<file path="src/rtl/ifu_pkg.sv">
// ifu_pkg: shared state encoding, fetch-buffer entry type and defaults for the instruction fetch unit.
package ifu_pkg;

    localparam logic [31:0] IFU_NOP        = 32'h0000_0013;
    localparam int          IFU_FIFO_DEPTH = 2;

    typedef enum logic [2:0] {S_IDLE, S_REQ, S_WAIT, S_DROP, S_HALT} ifu_state_e;

    typedef struct packed {
        logic [31:0] pc;
        logic [31:0] inst;
    } fetch_entry_t;

endpackage

</file>
<file path="src/rtl/ifu_fetch_fifo.sv">
// ifu_fetch_fifo: power-of-2 deep {pc, inst} buffer with push/pop/flush; head is read straight from storage.
module ifu_fetch_fifo import ifu_pkg::*; #(
    parameter int DEPTH = IFU_FIFO_DEPTH
) (
    input  logic                     clk,
    input  logic                     reset,
    input  logic                     push,
    input  fetch_entry_t             push_data,
    input  logic                     pop,
    input  logic                     flush,
    output logic [$clog2(DEPTH):0]   count,
    output fetch_entry_t             head
);
    localparam int AW = $clog2(DEPTH);
    localparam int CW = AW + 1;

    logic [AW-1:0] wr_q, wr_d, rd_q, rd_d;
    logic [CW-1:0] cnt_q, cnt_d;
    fetch_entry_t  mem_q [DEPTH];
    fetch_entry_t  mem_d [DEPTH];

    always_comb begin
        mem_d = mem_q;
        wr_d  = flush ? '0 : wr_q + AW'(push);
        rd_d  = flush ? '0 : rd_q + AW'(pop);
        cnt_d = flush ? '0 : cnt_q + CW'(push) - CW'(pop);
        if (push && !flush) mem_d[wr_q] = push_data;
    end

    always_ff @(posedge clk or negedge reset) begin
        if (!reset) begin
            wr_q  <= '0;
            rd_q  <= '0;
            cnt_q <= '0;
        end else begin
            wr_q  <= wr_d;
            rd_q  <= rd_d;
            cnt_q <= cnt_d;
        end
    end

    // storage needs no reset: the head is only observed while count is non-zero
    always_ff @(posedge clk) mem_q <= mem_d;

    assign count = cnt_q;
    assign head  = mem_q[rd_q];

endmodule

</file>
<file path="src/rtl/inst_fetch_unit.sv">
// inst_fetch_unit: PC generator, single-outstanding instruction fetcher and fetch buffer with redirect handling.
// Optional IFU_PERF_CNT_EN adds push/redirect performance counters.
module inst_fetch_unit import ifu_pkg::*; #(
    parameter logic [31:0] RESET      = 32'h0000_0000,
    parameter int          FIFO_DEPTH = IFU_FIFO_DEPTH,
    parameter logic [31:0] NOP        = IFU_NOP
) (
    input  logic        clk,
    input  logic        reset,
    output logic        inst_mem_req,
    input  logic        inst_mem_ready,
    output logic [31:0] inst_mem_address,
    input  logic        inst_mem_is_valid,
    input  logic [31:0] inst_mem_read_data,
    input  logic        stall,
    output logic        fetch_valid,
    output logic [31:0] fetch_inst,
    output logic [31:0] inst_fetch_pc,
    input  logic        redirect_valid,
    input  logic [31:0] redirect_pc,
    output logic        fetch_exception
`ifdef IFU_PERF_CNT_EN
    ,
    output logic [31:0] perf_fetch_cnt,
    output logic [31:0] perf_flush_cnt
`endif
);
    localparam int CW = $clog2(FIFO_DEPTH) + 1;

    ifu_state_e   state_q, state_d;
    logic [31:0]  pc_q, pc_d, req_pc_q, req_pc_d;
    logic         exc_q, exc_d;
    logic         push, pop, flush, accept;
    logic [CW-1:0] count;
    fetch_entry_t head;

    ifu_fetch_fifo #(.DEPTH(FIFO_DEPTH)) u_fifo (
        .clk       (clk),
        .reset     (reset),
        .push      (push),
        .push_data ({req_pc_q, inst_mem_read_data}),
        .pop       (pop),
        .flush     (flush),
        .count     (count),
        .head      (head)
    );

    // a request is only issued when a buffer slot is free, so the later push always fits
    assign inst_mem_req     = (state_q == S_REQ) && (count != CW'(FIFO_DEPTH));
    assign accept           = inst_mem_req && inst_mem_ready;
    assign inst_mem_address = pc_q;
    assign fetch_valid      = count != '0;
    assign fetch_inst       = fetch_valid ? head.inst : NOP;
    assign inst_fetch_pc    = fetch_valid ? head.pc : RESET;
    assign fetch_exception  = exc_q;

    always_comb begin
        state_d  = state_q;
        pc_d     = pc_q;
        req_pc_d = req_pc_q;
        exc_d    = exc_q;
        push     = 1'b0;
        pop      = fetch_valid && !stall;
        flush    = 1'b0;
        case (state_q)
            S_IDLE:  state_d = S_REQ;
            S_REQ:   if (accept) begin
                         req_pc_d = pc_q;
                         pc_d     = pc_q + 32'd4;
                         state_d  = S_WAIT;
                     end
            S_WAIT:  if (inst_mem_is_valid) begin
                         push    = 1'b1;
                         state_d = S_REQ;
                     end
            S_DROP:  if (inst_mem_is_valid) state_d = S_REQ;
            default: ;
        endcase
        // redirect wins over everything; anything still in flight must be discarded in S_DROP
        if (redirect_valid && state_q != S_HALT) begin
            flush = 1'b1;
            push  = 1'b0;
            pop   = 1'b0;
            pc_d  = redirect_pc;
            if (redirect_pc[1:0] != 2'b00) begin
                exc_d   = 1'b1;
                state_d = S_HALT;
            end else if (accept || ((state_q == S_WAIT || state_q == S_DROP) && !inst_mem_is_valid))
                state_d = S_DROP;
            else
                state_d = S_REQ;
        end
    end

    always_ff @(posedge clk or negedge reset) begin
        if (!reset) begin
            state_q  <= S_IDLE;
            pc_q     <= RESET;
            req_pc_q <= RESET;
            exc_q    <= 1'b0;
        end else begin
            state_q  <= state_d;
            pc_q     <= pc_d;
            req_pc_q <= req_pc_d;
            exc_q    <= exc_d;
        end
    end

`ifdef IFU_PERF_CNT_EN
    logic [31:0] fetch_cnt_q, fetch_cnt_d, flush_cnt_q, flush_cnt_d;

    always_comb begin
        fetch_cnt_d = fetch_cnt_q + 32'(push);
        flush_cnt_d = flush_cnt_q + 32'(redirect_valid);
    end

    always_ff @(posedge clk or negedge reset) begin
        if (!reset) begin
            fetch_cnt_q <= '0;
            flush_cnt_q <= '0;
        end else begin
            fetch_cnt_q <= fetch_cnt_d;
            flush_cnt_q <= flush_cnt_d;
        end
    end

    assign perf_fetch_cnt = fetch_cnt_q;
    assign perf_flush_cnt = flush_cnt_q;
`endif

endmodule

</file>
<file path="config.mk">
export PLATFORM = sky130hd
export DESIGN_NAME = inst_fetch_unit
export DESIGN_NICKNAME = d
export VERILOG_FILES = /design/src/rtl/ifu_pkg.sv /design/src/rtl/ifu_fetch_fifo.sv /design/src/rtl/inst_fetch_unit.sv
export SDC_FILE = /design/constraint.sdc
export NUM_CORES = 1
export LEC_CHECK = 0
export ABC_AREA = 1
export ABC_CLOCK_PERIOD_IN_PS = 9000
export CORE_MARGIN = 2
export CORE_UTILIZATION = 45
export CTS_CLUSTER_DIAMETER = 150
export DETAILED_ROUTE_END_ITERATION = 8
export PLACE_DENSITY = 0.74
export SYNTH_ARGS = -nofsm -noshare
export SYNTH_HDL_FRONTEND = slang
export SYNTH_HIERARCHICAL = 1
export SYNTH_SLANG_ARGS = --single-unit
export TNS_END_PERCENT = 30
</file>
<file path="constraint.sdc">
create_clock -name clk -period 9 [get_ports clk]
set_input_delay 0.9 -clock clk [delete_from_list [all_inputs] [get_ports clk]]
set_output_delay 0.9 -clock clk [all_outputs]
set_load 0.02 [all_outputs]
</file>
==> metrics.log <==
INFO  metric run_status = complete, no violations
INFO  metric ys_top_cells_by_count = 193 x sky130_fd_sc_hd__nand2_1, 128 x sky130_fd_sc_hd__edfxtp_1, 112 x sky130_fd_sc_hd__nor2_1
INFO  metric non_filler_cells_in_the_finished_layout = 1309
INFO  metric clkTransAtPathRegs = 70 ps
INFO  metric power_density = 297.0 nW/µm²
INFO  metric cts_setup_buffers = 0
INFO  metric hpwlAfterDp = 12960 µm
INFO  metric area_of_all_placed_cells_without_fillers = 11620 µm²
INFO  metric antenna_nets_post_route = 0
INFO  metric placement.cell_area = 11100 µm²
INFO  metric fillers = 1721
INFO  metric sequential_share_of_the_synthesized_area = 0.6111
INFO  metric ios = 169
INFO  metric grt_remaining_overflow = 0
INFO  metric routabilityCongestion = 0.8788
INFO  metric skew = 5.745 ps
INFO  metric die_height = 147.3 µm
INFO  metric place_inst = 1277
INFO  metric clock_sink_count = 200
INFO  metric yosys_warnings = 6
INFO  metric grt_first_pass_wirelength = 30710 µm
INFO  metric grt_max_degree = 73
INFO  metric io_buffers = 168
INFO  metric max_freq = 254.5 MHz
INFO  metric clock_tree.buffer_depth = 2
INFO  metric place_ws = 4814 ps
INFO  metric synth.largest_area_cell = sky130_fd_sc_hd__edfxtp_1
INFO  metric endpoint_kind = output port
INFO  metric hold_buffers = 0
INFO  metric insertion_delay = 420 ps
INFO  metric floorplan.initialDensity = 0.4580
INFO  metric final-setup-viol-count = 0
INFO  metric via_count = 6321
INFO  metric hold_path_class = register to register
INFO  metric post_layout_total_power = 3.450 mW
INFO  metric grt_antenna_before_repair = 0
INFO  metric dr_vias_cell = 4.829
INFO  metric slew_viol_final = 0
INFO  metric cts_made_buffers = 17
INFO  metric synth.cell_area = 9238 µm²
INFO  metric track_usage = 0.1808
INFO  metric tcrit_tclk_final = 0.4366
INFO  metric postSynthRegisterBits = 200
INFO  metric timing.critical_path.from_type = register
INFO  metric rsz0062_at_grt = false
INFO  metric drv.max_cap_violation_count = 0
INFO  metric syn_inst = 865
INFO  metric final_period_minus_worst_setup_slack = 3930 ps
INFO  metric timing_worst_setup_path_type = register to output port
INFO  metric chipWidth = 147.3 µm
INFO  metric cts_tree = built
INFO  metric design.final.nets = 1099
INFO  metric power.ir.vdd_worst = 0.1960 mV
INFO  metric final_util = 0.5759
INFO  metric required = 8100 ps
INFO  metric ys_async_sr_fraction = 0.3600
INFO  metric synthToLayoutAreaGrowth = 25.75%
INFO  metric yosys.cell_count.top_type = sky130_fd_sc_hd__nand2_1
INFO  metric tightest_slew = 935.5 ps
INFO  metric wire_per_inst = 14.53 µm
INFO  metric timing_hold_violations_final = 0
INFO  metric grt_pass1_vias = 6105
INFO  metric yosys-top-cells-area = sky130_fd_sc_hd__edfxtp_1 42%, sky130_fd_sc_hd__dfrtp_1 20%, sky130_fd_sc_hd__mux2_4 8.1%
INFO  metric root_buffer = sky130_fd_sc_hd__clkbuf_16
INFO  metric route.final.wire_length = 19020 µm
INFO  metric synth.avg_cell_area = 10.68 µm²
INFO  metric first_pass_iters = 5
INFO  metric die_area = 21690 µm²
INFO  metric synth_top_cell_area_share = 0.4161
INFO  metric yosys.cell_types.count = 34
INFO  metric antenna_cells = 0
INFO  metric post_synth_edffs = 128
INFO  metric floorplan.rows = 52
INFO  metric holdWs = 470.4 ps
INFO  metric design.core.area = 20170 µm²
INFO  metric relSlewSlack = 0.3763
INFO  metric power.leakage = 4.749 nW
INFO  metric htree_levels = 4
INFO  metric layout-drive-gt1-share = 0.1222
INFO  metric synth_nets = 938
INFO  metric critical_path_fanouts_max = 42
INFO  metric post_cts_resize_count = 0
INFO  metric ys_dominant_reg_cell = sky130_fd_sc_hd__edfxtp_1
INFO  metric postLayoutSetupSlackWorst = 5070 ps
INFO  metric post-route-drc-count = 0
INFO  metric timing.critical_path.arrival = 3030 ps
INFO  metric final.setup.tns = 0 ps
INFO  metric dr.first_iter.drc_count = 482
-- path summary, 6_finish.rpt --
kind                                          endpoint  slack, ps  depth (start not counted)                      from
setup / recovery                         fetch_inst[1]       5070                          4     u_fifo/rd_q$_DFF_PN0_
min in group asynchronous     req_pc_q[22]$_DFFE_PN0P_        690                          2                     reset
setup reg to reg             u_fifo/mem_q[6]$_DFFE_PP_       5530                          8    state_q[0]$_DFFE_PN0P_
max in group asynchronous        u_fifo/rd_q$_DFF_PN0_       7600                          2                     reset
hold reg to reg            u_fifo/mem_q[110]$_DFFE_PP_        470                          0  req_pc_q[14]$_DFFE_PN0P_
hold / removal             u_fifo/mem_q[110]$_DFFE_PP_        470                          0  req_pc_q[14]$_DFFE_PN0P_
-- critical path, stage by stage, from the launching register on --
cell,delay (ps)
sky130_fd_sc_hd__dfrtp_4,720
sky130_fd_sc_hd__buf_4,660
sky130_fd_sc_hd__mux2_4,350
sky130_fd_sc_hd__or2_2,290
sky130_fd_sc_hd__clkdlybuf4s50_1,530
-- kinds of logic after synthesis --
kind of cell / Yosys count / share of synthesized area
and+or+nand+nor: 385 / 0.1759
adders and majority gates: 3 / 0.004064
muxes: 64 / 0.09833
xor gates and xnor gates: 4 / 0.003793
buffers and inverters: 145 / 0.06976
DFF: 200 / 0.6111
AOI/OAI and AO/OA: 64 / 0.03698
-- power by group --
part	internal [mW]	switching, mW
registers	1.17	0.188
clock network	0.352	0.319
logic	0.623	0.799
total	2.14	1.31
-- area by class of cell --
class,count,area (µm²),area share
clock inverters,12,80.08,0.006894
flip-flops and latches,200,5649,0.4863
well taps,270,337.8,0.02908
repair buffers,173,1714,0.1476
clock buffers,20,436.7,0.03759
multi-input cells,520,2970,0.2557
inverters,114,427.9,0.03684
-- state kept, by name, indices dropped and copies added, names as in the netlist --
name              flops
fetch_exception       1
inst_mem_address     32
req_pc_q             32
state_q               3
u_fifo/count          2
u_fifo/mem_q        128
u_fifo/rd_q           1
u_fifo/wr_q           1
-- placed cells by master (no fill, tap or decap), drive strengths merged --
cell           instances
nand2                198
clkdlybuf4s50        167
edfxtp               128
nor2                 121
inv                  115
dfrtp                 72
mux2                  64
o21ai                 51
nand3                 47
clkbuf                20
or2                    6
o211ai                 6
buf                    6
clkinv                 6
nor3                   5
clkinvlp               5
and2                   3
nand4                  3
xor2                   3
o22ai                  3
ha                     3
a21oi                  2
a31oi                  2
nand3b                 1
and3                   1
xnor2                  1
-- routing by layer --
| metal | wire length (µm) | GRT usage | share of wire | vias to the layer above |
|---|---|---|---|---|
| met2 | 8752 | 0.2909 | 0.46 | 207 |
| met5 | 0 | 0 | 0 | - |
| met4 | 221 | 0.05240 | 0.012 | 0 |
| met1 | 8866 | 0.2530 | 0.47 | 2946 |
| met3 | 1180 | 0.03354 | 0.062 | 18 |
| li1 | - | - | - | 3150 |
(Power assumes the default switching activity.)
